**config.mk**
```make
export PLATFORM = sky130hd
export DESIGN_NAME = music_sequencer
export DESIGN_NICKNAME = d
export VERILOG_FILES = /design/src/rtl/music_sequencer_pkg.sv /design/src/rtl/music_sequencer_edge_detect.sv /design/src/rtl/music_sequencer.sv
export SDC_FILE = /design/constraint.sdc
export NUM_CORES = 1
export LEC_CHECK = 0
export ABC_AREA = 1
export CORE_MARGIN = 2
export CORE_UTILIZATION = 40
export CTS_BUF_LIST = sky130_fd_sc_hd__clkbuf_16
export DETAILED_ROUTE_END_ITERATION = 10
export GPL_ROUTABILITY_DRIVEN = 0
export PLACE_DENSITY = 0.7
export SLEW_MARGIN = 20
export SYNTH_ARGS = -nofsm -noshare
export SYNTH_HDL_FRONTEND = slang
export SYNTH_HIERARCHICAL = 1
export SYNTH_SLANG_ARGS = --single-unit
```
**constraint.sdc**
```tcl
create_clock -name clk -period 2.7 [get_ports clk]
set_input_delay 0.27 -clock clk [delete_from_list [all_inputs] [get_ports clk]]
set_output_delay 0.27 -clock clk [all_outputs]
set_load 0.005 [all_outputs]
```
**src/rtl/music_sequencer_pkg.sv**
```systemverilog
`default_nettype none
// ============================================================================
// Module : music_sequencer_pkg
// Brief  : State encodings, ROM byte fields and duration decode for the
//          music sequencer.
// Rev    : 1.0
// ============================================================================
package music_sequencer_pkg;

    localparam int c_STATE_W = 3;

    localparam logic [c_STATE_W-1:0] c_ST_IDLE  = 3'd0;
    localparam logic [c_STATE_W-1:0] c_ST_FETCH = 3'd1;
    localparam logic [c_STATE_W-1:0] c_ST_WAIT  = 3'd2;
    localparam logic [c_STATE_W-1:0] c_ST_LATCH = 3'd3;
    localparam logic [c_STATE_W-1:0] c_ST_PLAY  = 3'd4;
    localparam logic [c_STATE_W-1:0] c_ST_DONE  = 3'd5;

    localparam int c_DUR_MSB   = 7;
    localparam int c_DUR_LSB   = 5;
    localparam int c_PITCH_MSB = 4;
    localparam int c_PITCH_LSB = 0;

    localparam logic [7:0] c_END_CODE = 8'h00;

    // A zero duration field encodes the longest note, eight units.
    function automatic logic [3:0] dur_units(input logic [2:0] field);
        return (field == 3'd0) ? 4'd8 : {1'b0, field};
    endfunction

endpackage
`default_nettype wire

```
**src/rtl/music_sequencer_edge_detect.sv**
```systemverilog
`default_nettype none
// ============================================================================
// Module : edge_detect
// Brief  : Registers an asynchronous level and flags its rising edge for
//          one clock cycle.
// Rev    : 1.0
// ============================================================================
module edge_detect (
    input  logic clk,
    input  logic reset,
    input  logic din,
    output logic pulse
);

    logic r_cur;
    logic r_prev;

    always_ff @(posedge clk) begin
        if (reset) begin
            r_cur  <= 1'b0;
            r_prev <= 1'b0;
        end else begin
            r_cur  <= din;
            r_prev <= r_cur;
        end
    end

    assign pulse = r_cur & ~r_prev;

endmodule
`default_nettype wire

```
**src/rtl/music_sequencer.sv**
```systemverilog
`default_nettype none
// ============================================================================
// Module : music_sequencer
// Brief  : Steps through an external music ROM, holding each note for a
//          number of vsync frames given by its duration field.
// Rev    : 1.0
// ============================================================================
module music_sequencer
    import music_sequencer_pkg::*;
#(
    parameter int ADDR_W     = 11,
    parameter int FRAME_MULT = 4,
    parameter int LOOP       = 0
) (
    input  logic              clk,
    input  logic              reset,
    input  logic              play,
    input  logic              stop,
    input  logic              pause,
    input  logic              vsync,
    input  logic [7:0]        rom_data,
    output logic [ADDR_W-1:0] rom_addr,
    output logic [4:0]        note,
    output logic              note_valid,
    output logic              busy,
    output logic              done
);

    logic [c_STATE_W-1:0] r_state;
    logic [c_STATE_W-1:0] w_next;
    logic [ADDR_W-1:0]    r_addr;
    logic [4:0]           r_note;
    logic                 r_note_valid;
    logic [7:0]           r_frames;

    logic                 w_vs_edge;
    logic                 w_tick;
    logic                 w_last_frame;
    logic                 w_is_end;
    logic [4:0]           w_pitch;
    logic [7:0]           w_load;

    edge_detect u_vsync_edge (
        .clk   (clk),
        .reset (reset),
        .din   (vsync),
        .pulse (w_vs_edge)
    );

    assign w_is_end     = (rom_data == c_END_CODE);
    assign w_pitch      = rom_data[c_PITCH_MSB:c_PITCH_LSB];
    assign w_load       = 8'(dur_units(rom_data[c_DUR_MSB:c_DUR_LSB])) * 8'(FRAME_MULT);
    // Frame edges only count while a note is playing and not paused.
    assign w_tick       = w_vs_edge && !pause && (r_state == c_ST_PLAY);
    assign w_last_frame = w_tick && (r_frames == 8'd1);

    always_ff @(posedge clk) begin
        if (reset) begin
            r_state <= c_ST_IDLE;
        end else begin
            r_state <= w_next;
        end
    end

    always_comb begin
        w_next = r_state;
        if (stop) begin
            w_next = c_ST_IDLE;
        end else begin
            case (r_state)
                c_ST_IDLE:  if (play) w_next = c_ST_FETCH;
                c_ST_FETCH: w_next = c_ST_WAIT;
                c_ST_WAIT:  w_next = c_ST_LATCH;
                c_ST_LATCH: begin
                    if (!w_is_end)     w_next = c_ST_PLAY;
                    else if (LOOP != 0) w_next = c_ST_FETCH;
                    else               w_next = c_ST_DONE;
                end
                c_ST_PLAY:  if (w_last_frame) w_next = c_ST_FETCH;
                c_ST_DONE:  w_next = c_ST_IDLE;
                default:    w_next = c_ST_IDLE;
            endcase
        end
    end

    always_comb begin
        busy = (r_state != c_ST_IDLE);
        done = (r_state == c_ST_DONE);
    end

    always_ff @(posedge clk) begin
        if (reset || stop) begin
            r_addr       <= '0;
            r_note       <= '0;
            r_note_valid <= 1'b0;
            r_frames     <= '0;
        end else begin
            case (r_state)
                c_ST_LATCH: begin
                    if (w_is_end) begin
                        // Address returns to 0 for a loop restart and for a clean IDLE.
                        r_addr <= '0;
                        if (LOOP == 0) r_note_valid <= 1'b0;
                    end else begin
                        r_note       <= w_pitch;
                        r_note_valid <= (w_pitch != 5'd0);
                        r_frames     <= w_load;
                    end
                end
                c_ST_PLAY: begin
                    if (w_last_frame) begin
                        r_addr   <= r_addr + ADDR_W'(1);
                        r_frames <= '0;
                    end else if (w_tick) begin
                        r_frames <= r_frames - 8'd1;
                    end
                end
                c_ST_DONE: r_note_valid <= 1'b0;
                default: ;
            endcase
        end
    end

    assign rom_addr   = r_addr;
    assign note       = r_note;
    assign note_valid = r_note_valid;

endmodule
`default_nettype wire

```
======== After elaboration in Yosys (flattened, before gate mapping) ========
Cells that the tools add are included.
word-level totals
  output and inout bits ................... 19
  input bits .............................. 14
  logic and storage cells ................. 54
  bits in registers ....................... 30
cells by class
  equality and inequality tests ........... 11
  bitwise operators ....................... 3
  reductions and logical operators ........ 17
  $add $sub $neg .......................... 2
  mux-type cells .......................... 14
operator list
  cell                                                                    number
  8-bit two-way mux                                                       3
  11-bit two-way mux                                                      2
  11-bit one-hot mux with 2 select lines                                  1
  8-bit one-hot mux with 2 select lines                                   1
  3-bit one-hot mux with 5 select lines                                   1
  11-bit by 1-bit adder with 11-bit output (second input constant)        1
  8-bit by 1-bit equality test with 1-bit output (second input constant)  1
  8-bit zero test                                                         1
  2-bit != test (second input constant)                                   4
  8-bit by 1-bit subtractor with 8-bit output (second input constant)     1
  3-bit by 2-bit equality test with 1-bit output (second input constant)  2
  3-bit equality test (second input constant)                             2
  3-bit zero test                                                         2
  3-bit two-way mux                                                       2
  3-bit AND reduction                                                     2
  5-bit nonzero test                                                      1
  4-bit two-way mux                                                       1
  2-bit AND reduction                                                     2
  2-bit nonzero test                                                      2
  3-bit by 1-bit equality test with 1-bit output (second input constant)  1
  1-bit logical AND                                                       3
  3-bit != test (second input constant)                                   1
  3-bit nonzero test                                                      1
  1-bit two-way mux                                                       2
  6 further kinds                                                         7

======== Longest topological paths before layout ========
Gate-level depths: netlist of the first run.
  depth after elaboration ................. 7
  depth in mapped cells ................... 10
  depth with buffers taken out ............ 10

======== Modules after synthesis ========
Netlist of the first run, hierarchy kept.
by module, submodules not included
  module           seq. area each (um^2)  area an instance (um^2)  times used  cells each
  music_sequencer  560.5                  1605.3                   1           249
  edge_detect      40.0                   58.8                     1           7

======== Least setup slack after synthesis of the first run ========
Ideal clock, no wire load.
  path kind ............................... register to register
  start point ............................. reg r_frames[1]
  end point ............................... reg r_addr[0] (netlist: rom_addr[0])
  arrival ................................. 1194 ps
  required time ........................... 2584 ps
  cell stages (with the launch flop) ...... 11
  buffers on the path ..................... 1
  path slack .............................. 1389 ps
  clock period less this slack ............ 1311 ps
  library setup time ...................... 116 ps
  path through ............................ dfxtp_1 -> inv_1 -> ha_1 -> nand2_1 -> nor2_1 -> nand2_4 -> nand2_4 -> buf_6 -> nand3_1 -> o211ai_1 -> inv_1
between the ends
  word-level cells in the longest chain between the ends .. 4
RTL lines
  what                                            line                    text
  start, declared                                 music_sequencer.sv:34   logic [7:0] r_frames;
  start signal, assigned                          music_sequencer.sv:107  r_frames <= w_load;
  start signal, assigned                          music_sequencer.sv:115  r_frames <= r_frames - 8'd1;
  8-bit by 1-bit equality test with 1-bit output  music_sequencer.sv:55   assign w_last_frame = w_tick && (r_frames == 8'd1);
  1-bit logical AND                               music_sequencer.sv:55
  2-bit != test (no source line)                  n/a
  3-bit AND reduction (no source line)            n/a
  end signal, assigned                            music_sequencer.sv:112  r_addr <= r_addr + ADDR_W'(1);
  end, declared                                   music_sequencer.sv:31   logic [ADDR_W-1:0] r_addr;
Every way passes these cells.
A chain may end at the register's enable or synchronous reset.

======== Worst setup path after layout of the first run ========
  start point ............................. in rom_data[6]
  end point ............................... reg r_addr[9] (netlist: rom_addr[9])
between the ends
  word-level cells in the longest chain between the ends .. 3
RTL lines
  what                                  line                   text
  start, declared                       music_sequencer.sv:21  input logic [7:0] rom_data,
  8-bit zero test                       music_sequencer.sv:50  assign w_is_end = (rom_data == c_END_CODE);
  2-bit != test (no source line)        n/a
  3-bit AND reduction (no source line)  n/a
Every way passes these cells.

==> results of run 1 <==
power by group through the flow:
stage / clock network (W) / registers (W) / logic [W]
finish: 0.000510 / 0.000449 / 0.0000538
global route: 0.000556 / 0.000449 / 0.0000592
CTS: 0.000524 / 0.000449 / 0.0000539
detailed placement: 0 / 0.000458 / 0.0000538
global placement: 0 / 0.000458 / 0.0000533
floorplan: 0 / 0.000458 / 0.0000233
registers in the layout (all words and copies together) (netlist names):
| register | count |
|---|---|
| note_valid | 1 |
| u_vsync_edge/r_cur | 1 |
| u_vsync_edge/r_prev | 1 |
| r_state | 3 |
| r_frames | 8 |
| rom_addr | 11 |
| note | 5 |
worst max-delay path, cell delays in order:
cell and delay (ns):
clkdlybuf4s50_1 0.45, nor2_1 0.17, nand2_1 0.09, nor2_1 0.15
nand2_2 0.11, nand2_2 0.21, nand2_1 0.21, nor2_1 0.15
nor2_1 0.05, nor2_1 0.07
worst paths after layout:
kind	start	end	slack [ns]
worst min-delay path	u_vsync_edge/r_cur	u_vsync_edge/r_prev	0.43
worst max register to register	r_state[0]	rom_addr[9]	1.04
worst min register to register	u_vsync_edge/r_cur	u_vsync_edge/r_prev	0.43
worst max-delay path	rom_data[6]	rom_addr[9]	0.99
metrics by stage:
| step | cell area, um2 | power [W] | utilization (%) | hold slack [ns] | setup WS (ns) |
|---|---|---|---|---|---|
| CTS | 2160 | 0.00103 | 53.9 | 0.436 | 1.00 |
| global placement | 2020 | 0.000511 | 50.5 | 0.420 | 0.782 |
| floorplan | 1660 | 0.000481 | - | 0.341 | 1.39 |
| finish | 2160 | 0.00101 | 53.9 | 0.431 | 0.986 |
| global route | 2160 | 0.00106 | 53.9 | 0.463 | 0.876 |
| detailed placement | 2020 | 0.000512 | 50.5 | 0.430 | 0.740 |
cell type report:
class | instances | area (um2) | share of cell area, %
Tap cell | 50 | 62.6 | 2.90
Timing Repair Buffer | 33 | 328 | 15.2
Multi-Input combinational cell | 192 | 917 | 42.5
Clock buffer | 5 | 125 | 5.80
Inverter | 29 | 111 | 5.16
Clock inverter | 3 | 12.5 | 0.580
Sequential cell | 30 | 601 | 27.8
logic make-up after synthesis:
kind of cell	after synthesis	synth area share (%)
XOR/XNOR	4	2.11
buffers and inverters	34	8.80
flip-flops	30	36.1
AND/OR/NAND/NOR	153	40.2
adder cells (fa/ha/maj)	3	2.26
AO/OA/AOI/OAI	32	10.6
cell usage in the layout (no fill, tap or decap), types with 3 or more instances in the layout:
cell type        synthesis  final
a21oi_1                 14     14
clkbuf_16                0      5
clkdlybuf4s50_1          0     32
dfxtp_1                 30     30
ha_1                     3      3
inv_1                   27     28
nand2_1                 56     56
nand2_2                  3      3
nand2_4                  3      3
nand3_1                 19     19
nand4_1                  3      3
nor2_1                  58     58
nor3_1                   4      4
o21ai_0                 12     12
routing by layer:
layer | vias up | track usage (%)
li1 | 886 | -
met1 | 712 | 23.1
met2 | 40 | 25.7
met3 | 4 | 6.82
met4 | 0 | 6.75
met5 | - | 0
==> key figures, run 1 <==
Worst setup path
  – R2R depth: 8
  – Critical Path End Type: flip-flop
  – Critical path required time: 2.91 ns
  – CP Launch Type: input pin
  – Critical path class: in2reg
  – CP max FO: 12
  – Worst path arrival time: 1.92 ns

Placement
  – DP HPWL: 2.76 mm
  – IO Port Bufs: 32
  – Placed Cells: 334

Pwr
  – Logic pwr share: 5.3%
  – VDD IR-drop max: 0.000388 V
  – Pwr/cell area: 470 mW/mm2
  – Leak Pwr: approximately 0.84 nW
  – Sw Ratio: 20.4%
  – Clock network power share: 50.4%
  – Sequential group share of total power: 44.3%
  – NetSw: 0.000207 W
  – Cell Int Power: 0.000807 W

Clocking
  – CTS Buffer Depth: 2
  – CTS clk-pin slew, worst paths: about 0.050 ns
  – CTS H-tree lvls: 2
  – PostCTS Resize Cnt: 0
  – Root Driver: clkbuf_16
  – Post-CTS Setup Bufs: 0
  – Hold_buf cts: 0
  – Clock sink total: 30
  – Clk_lat worst skew: 0.27 ns
  – CTS tree: done
  – Cts bufs inserted: 5

Timing
  – TNS Setup: 0 ns
  – RSZ-0062 raised after global routing: false
  – Setup Skew: 0.00649 ns
  – Crit path time final: 1.71 ns
  – Worst slew pin tran: 0.556 ns
  – Worst relative slew slack: 62.5%
  – Max Freq: 584 MHz
  – Crit share post-route: roughly 63%
  – Max-slew violations: 0
  – Hold Fails Final Rpt: 0
  – # setup viols final: 0

Drt
  – Metal2 WL: 1.64 mm
  – Antenna Nets Post-Route: 0
  – DRT iter0 DRCs: 99
  – Routed WL: 3.70 mm
  – Met1 Wirelength: 1.79 mm
  – Vias per inst: 4.80
  – Vias post-DR: 1642
  – Detail Route met3 WL: between 200 and 250 um
  – DR DRC count: 0
  – Per-cell routed wire length: 10.8 um
  – First drt pass iteration count: 4
  – DR top layer: met4

GRT
  – First-pass GRT wire length: 5.95 mm
  – Largest net degree at the start of global routing: 18
  – Remaining Overflow, GRT: 0
  – Total GRT Usage: between 10% and 20%
  – Initial antenna violation count: 0
  – Number of global-route vias before repair: 1300

Job
  – Max Cap Viol: 0

Worst hold path
  – Hold path depth: 2
  – Worst min path class: reg2reg

Floorplan
  – DIE WIDTH: 68.5 um
  – Row count: 23
  – DIE HEIGHT: 68.5 um
  – I/O pin cnt: 33
  – Die footprint: around 0.0047 mm2
  – Core ar.: ~0.0040 mm2
  – Initial Utilization: 41.6%

Synthesis
  – Synth async-reset ratio: 0%
  – Main synth FF type: dfxtp_1
  – EDFF count, synth: 0
  – Syn avg cell area: ~6.5 um2
  – Netlist Area Pre-Place: 0.00166 mm2
  – Syn_nets: 273
  – Synth area leader: dfxtp_1
  – Warnings from Yosys: 6
  – Top post-synthesis cells by area: dfxtp_1, nor2_1, nand2_1, inv_1, nand3_1
  – Synth top area share: 36.1%
  – Cells after synthesis: approximately 260
  – Synthesized flop and latch total: 30
  – Yosys cell types: 29
  – Count leader, synth: nor2_1
  – Post-synth top cells: nor2_1, nand2_1, dfxtp_1, inv_1, nand3_1
  – Sequential area share after synthesis: 36.1%

Finish
  – Post-layout net count: ~310
  – Fillers: 405
  – Layout cells sized above 1: 7.19%
  – Antenna diodes: 0
  – Fin cells: 342
  – Area grow syn2layout: 29.6%

Run status
  – Status: finished, final reports clean
Power figures use the tool's default switching activity.
==> inputs of run 2 (changes only) <==
==> constraint.sdc (replaced) <==
create_clock -name clk -period 1.7 [get_ports clk]
set_input_delay 0.17 -clock clk [delete_from_list [all_inputs] [get_ports clk]]
set_output_delay 0.17 -clock clk [all_outputs]
set_load 0.005 [all_outputs]
==> key figures, run 2 (synthesis gave the netlist of run 1 again) <==
Worst setup path
  – Reg2reg start: r_frames[1]
  – R2R depth: 10 (+2)
  – Critical Path Sink: done
  – Critical path required time: 1.53 ns (-1.38 ns)
  – CP Launch Type: flip-flop
  – Critical path class: reg2out
  – Crit-path slowest cell: clkdlybuf4s50_1
  – Critical Path End Type: primary output
  – CP max stage delay: 0.48 ns (+0.03 ns)
  – Cell Chain, Critical Path: nand3_1 -> inv_1 -> clkdlybuf4s50_1
  – CP max FO: 6 (-6)
  – Worst path arrival time: 1.42 ns (-0.50 ns)
  – RR Endpoint: rom_addr[9]
  – Worst reg-to-reg setup slack: 0.21 ns (-0.83 ns)
  – Critical Path Start: r_state[2]

Clocking
  – CTS tree: done
  – CTS H-tree lvls: 2 (unchanged)
  – PostCTS Resize Cnt: 0 (unchanged)
  – CTS Buffer Depth: 2 (unchanged)
  – CTS clk-pin slew, worst paths: 0.05 ns (about the same)
  – Clk_lat worst skew: 0.28 ns (about the same)
  – Hold_buf cts: 0 (unchanged)
  – Root Driver: clkbuf_16
  – Clock sink total: 30 (unchanged)
  – Post-CTS Setup Bufs: 0 (unchanged)
  – Cts bufs inserted: 5 (unchanged)

Finish
  – Fin cells: 353 (+3.2%)
  – Post-layout net count: 319 (+3.6%)
  – Fillers: 417 (+3.0%)
  – Area grow syn2layout: 34.8%
  – Largest register FFs: 11 (unchanged)
  – Most common cell after layout, fill and taps aside: nor2_1
  – Leading cell types in the layout, fill and taps excluded: nor2_1, nand2_1, clkdlybuf4s50_1, dfxtp_1, inv_1
  – Layout cells sized above 1: 10.9% (+3.7 points)
  – Util after Layout: 56.1% (+2.2 points)
  – Antenna diodes: 0 (unchanged)

Timing
  – Crit share post-route: slightly above 90%
  – Hold slack final: 0.417 ns (-0.0140 ns)
  – Max Freq: 629 MHz
  – RSZ-0062 raised after global routing: false
  – Setup Skew: 0.00317 ns (-0.00331 ns)
  – Crit path time final: 1.59 ns
  – Worst slew pin tran: 0.295 ns (-0.261 ns)
  – Worst relative slew slack: 80.4% (+18 points)
  – # setup viols final: 0 (unchanged)
  – Max-slew violations: 0 (unchanged)
  – Hold Fails Final Rpt: 0 (unchanged)

Drt
  – Routed WL: 3.77 mm (+1.9%)
  – DRT iter0 DRCs: 102 (+3.0%)
  – Antenna Nets Post-Route: 0 (unchanged)
  – DR DRC count: 0 (unchanged)
  – Vias per inst: 4.84 (+0.78%)
  – Per-cell routed wire length: 10.7 um (-1.3%)
  – Vias post-DR: 1708 (+4.0%)
  – First drt pass iteration count: 4 (unchanged)

Floorplan
  – I/O pin cnt: 33 (unchanged)
  – Core ar.: 0.00400 mm2 (unchanged)
  – Initial Utilization: 41.6% (unchanged)
  – Row count: 23 (unchanged)
  – DIE HEIGHT: 68.5 um (unchanged)
  – Die footprint: 0.00469 mm2 (unchanged)
  – DIE WIDTH: 68.5 um (unchanged)

GRT
  – Remaining Overflow, GRT: 0 (unchanged)
  – First-pass GRT wire length: 6.33 mm (+6.5%)
  – Initial antenna violation count: 0 (unchanged)
  – Largest net degree at the start of global routing: 13 (-5)
  – Total GRT Usage: 18.5% (+0.91 points)
  – Number of global-route vias before repair: 1483 (+14%)

Run status
  – Status: finished, final reports clean

Pwr
  – Pwr/cell area: 733 mW/mm2 (+56%)
  – VDD IR-drop max: 0.000517 V (+33%)
  – Leak Pwr: 0.890 nW (+5.4%)

Placement
  – DP HPWL: 2.90 mm (+5.3%)
  – Placed Cells: 345 (+3.3%)
  – IO Port Bufs: 32 (unchanged)

Worst hold path
  – Worst min path class: in2reg

Job
  – Max Cap Viol: 0 (unchanged)
[run 2: cell count changes in the layout (fill, tap and decap cells not counted), sizes merged]
cell      previous run  this run
clkinvlp             0         1
inv                 30        29
buf                  1        12
[run 2: layout make-up]
class / count / area (um2) / share of cell area (%)
clock inverter: 3 / 16.3 / 0.725
inverter: 29 / 111 / 4.96
clock buffer: 5 / 125 / 5.58
sequential: 30 / 601 / 26.8
timing repair buffer: 44 / 410 / 18.3
tap: 50 / 62.6 / 2.79
multi-input combinational: 192 / 917 / 40.9
[run 2: through the flow]
| stage | total power, W | area, um2 | worst slack, ns | TNS [ns] |
|---|---|---|---|---|
| detailed placement | 0.000820 | 2100 | -0.0177 | -0.0177 |
| floorplan | 0.000764 | 1660 | 0.389 | 0 |
| global route | 0.00170 | 2240 | 0.0273 | 0 |
| global placement | 0.000820 | 2100 | 0.0711 | 0 |
| CTS | 0.00167 | 2240 | 0.0951 | 0 |
| finish | 0.00164 | 2240 | 0.110 | 0 |
[run 2: where the power goes]
group	internal, W	switching, W
logic	0.0000511	0.0000414
registers	0.000710	0.00000347
clock network	0.000533	0.000306
total	0.00129	0.000351
[run 2: worst min path at each step]
stage	end	slack [ns]	start	depth (start not counted)
2_1_floorplan	u_vsync_edge/r_cur	0.24	reset	1
5_1_grt	u_vsync_edge/r_cur	0.46	vsync	3
3_5_place_dp	u_vsync_edge/r_prev	0.43	u_vsync_edge/r_cur	2
3_3_place_gp	u_vsync_edge/r_prev	0.42	u_vsync_edge/r_cur	2
4_1_cts	u_vsync_edge/r_cur	0.42	vsync	3
6_report	u_vsync_edge/r_cur	0.42	vsync	3
[run 2: routing by layer]
metal / wire length, um / GRT usage (%) / vias up
li1: - / - / 909
met1: 1750 / 23.2 / 771
met2: 1860 / 28.7 / 26
met3: 143 / 5.84 / 2
met4: 23 / 8.25 / 0
met5: 0 / 0 / -
[run 2: worst max-delay path, delay by kind of cell (launching register included)]
| family | cells | cell delay [ns] |
|---|---|---|
| flip-flops | 1 | 0.46 |
| AND/OR/NAND/NOR | 1 | 0.14 |
| buffers and inverters | 2 | 0.54 |
==> inputs of run 3 (changes only) <==
--- a/config.mk
+++ b/config.mk
@@ -11,7 +11,7 @@
 export CTS_BUF_LIST = sky130_fd_sc_hd__clkbuf_16
 export DETAILED_ROUTE_END_ITERATION = 10
 export GPL_ROUTABILITY_DRIVEN = 0
-export PLACE_DENSITY = 0.7
+export PLACE_DENSITY_LB_ADDON = 0.15
 export SLEW_MARGIN = 20
 export SYNTH_ARGS = -nofsm -noshare
 export SYNTH_HDL_FRONTEND = slang
==> key figures, run 3 (synthesis gave the netlist of run 1 again) <==
Run status
  – Status: finished, final reports clean

Clocking
  – PostCTS Resize Cnt: 0 (unchanged)
  – CTS Buffer Depth: 2 (unchanged)
  – Hold_buf cts: 0 (unchanged)
  – CTS tree: done
  – CTS clk-pin slew, worst paths: 0.05 ns (about the same)
  – Clock sink total: 30 (unchanged)
  – Cts bufs inserted: 5 (unchanged)
  – Post-CTS Setup Bufs: 0 (unchanged)
  – Root Driver: clkbuf_16
  – Clk_lat worst skew: 0.27 ns (about the same)
  – CTS H-tree lvls: 2 (unchanged)

Finish
  – Antenna diodes: 0 (unchanged)
  – Most common cell after layout, fill and taps aside: nor2_1
  – Layout cells sized above 1: 10.6% (-0.33 points)
  – Largest register FFs: 11 (unchanged)
  – Post-layout net count: 319 (unchanged)
  – Area grow syn2layout: 34.6%
  – Leading cell types in the layout, fill and taps excluded: nor2_1, nand2_1, clkdlybuf4s50_1, dfxtp_1, inv_1
  – Fin cells: 353 (unchanged)

Floorplan
  – Initial Utilization: 41.6% (unchanged)
  – Die footprint: 0.00469 mm2 (unchanged)
  – DIE HEIGHT: 68.5 um (unchanged)
  – DIE WIDTH: 68.5 um (unchanged)
  – Core ar.: 0.00400 mm2 (unchanged)
  – I/O pin cnt: 33 (unchanged)
  – Row count: 23 (unchanged)

Worst hold path
  – Hold path depth: 3 (unchanged)
  – Worst min path class: in2reg

Drt
  – Vias post-DR: 1670 (-2.2%)
  – First drt pass iteration count: 4 (unchanged)
  – Antenna Nets Post-Route: 0 (unchanged)
  – Per-cell routed wire length: 10.8 um (+1.4%)
  – DRT iter0 DRCs: 59 (-42%)
  – DR DRC count: 0 (unchanged)
  – Routed WL: 3.82 mm (+1.4%)
  – Vias per inst: 4.73 (-2.2%)

Pwr
  – VDD IR-drop max: 0.000405 V (-22%)
  – Pwr/cell area: 731 mW/mm2 (-0.20%)
  – Leak Pwr: 0.895 nW (+0.59%)

Timing
  – # setup viols final: 0 (unchanged)
  – Crit path time final: 1.60 ns (+0.00593 ns)
  – Max Freq: 627 MHz (-0.37%)
  – Max-slew violations: 0 (unchanged)
  – Crit share post-route: 93.9% (+0.35 points)
  – Setup Skew: 0.00365 ns (+0.000478 ns)
  – TNS Setup: 0 ns (unchanged)
  – RSZ-0062 raised after global routing: false
  – Hold Fails Final Rpt: 0 (unchanged)
  – Worst slew pin tran: 0.397 ns (+0.103 ns)
  – Worst relative slew slack: 73.5% (-6.8 points)

Worst setup path
  – Critical path class: reg2out
  – CP max FO: 6 (unchanged)
  – CP Launch Type: flip-flop
  – R2R depth: 10 (unchanged)
  – Critical Path End Type: primary output
  – Critical path required time: 1.53 ns (about the same)
  – Worst path arrival time: 1.43 ns (about the same)

Placement
  – IO Port Bufs: 32 (unchanged)
  – DP HPWL: 2.93 mm (+0.93%)
  – Placed Cells: 345 (unchanged)

GRT
  – First-pass GRT wire length: 6.40 mm (+0.98%)
  – Largest net degree at the start of global routing: 14 (+1)
  – Total GRT Usage: 18.1% (-0.34 points)
  – Remaining Overflow, GRT: 0 (unchanged)
  – Initial antenna violation count: 0 (unchanged)
  – Number of global-route vias before repair: 1487 (+0.27%)

Job
  – Max Cap Viol: 0 (unchanged)
==> run 3: cell types whose count changed in the layout (fill, tap and decap cells not counted) <==
| cell | previous run | this run |
|---|---|---|
| inv_1 | 27 | 28 |
| clkinvlp_4 | 1 | 0 |
==> run 3: final timing paths <==
kind                                          from                  end  slack, ns
worst max-delay path                    r_state[2]                 done       0.10
worst max register to register         r_frames[1]          rom_addr[9]       0.16
worst min register to register  u_vsync_edge/r_cur  u_vsync_edge/r_prev       0.43
worst min-delay path                         vsync   u_vsync_edge/r_cur       0.41
==> run 3: per-layer routing <==
layer	global-route usage, %	routed length (um)	vias to the layer above
met5	0	0	-
met4	6.00	38	0
met3	4.55	165	4
met2	29.4	1650	28
met1	23.3	1980	733
li1	-	-	905
==> run 3: stage by stage <==
stage	instance area (um2)	setup slack [ns]	hold WS, ns	util, %	power, W
floorplan	1660	0.389	0.241	-	0.000764
global placement	2100	0.0437	0.422	52.5	0.000821
detailed placement	2100	0.0186	0.425	52.5	0.000821
CTS	2240	0.0894	0.416	56.0	0.00165
global route	2240	0.00883	0.437	56.0	0.00169
finish	2240	0.104	0.410	56.0	0.00164
==> run 3: layout make-up <==
cell class,instances,area [um2]
Fill cell,421,1760
Multi-Input combinational cell,192,917
Sequential cell,30,601
Timing Repair Buffer,44,410
Clock buffer,5,125
Inverter,29,111
Tap cell,50,62.6
Clock inverter,3,12.5
==> run 3: critical path: stages, from the launching register on <==
cell             delay [ns]
dfxtp_1                0.46
nand3_1                0.14
inv_1                  0.07
clkdlybuf4s50_1        0.49
==> run 3: report_power, final <==
group	switching (W)	internal (W)	leakage (nW)	total, W
sequential	0.00000341	0.000709	0.242	0.000713
combinational	0.0000418	0.0000517	0.580	0.0000936
clock	0.000304	0.000528	0.0724	0.000832
total	0.000349	0.00129	0.895	0.00164
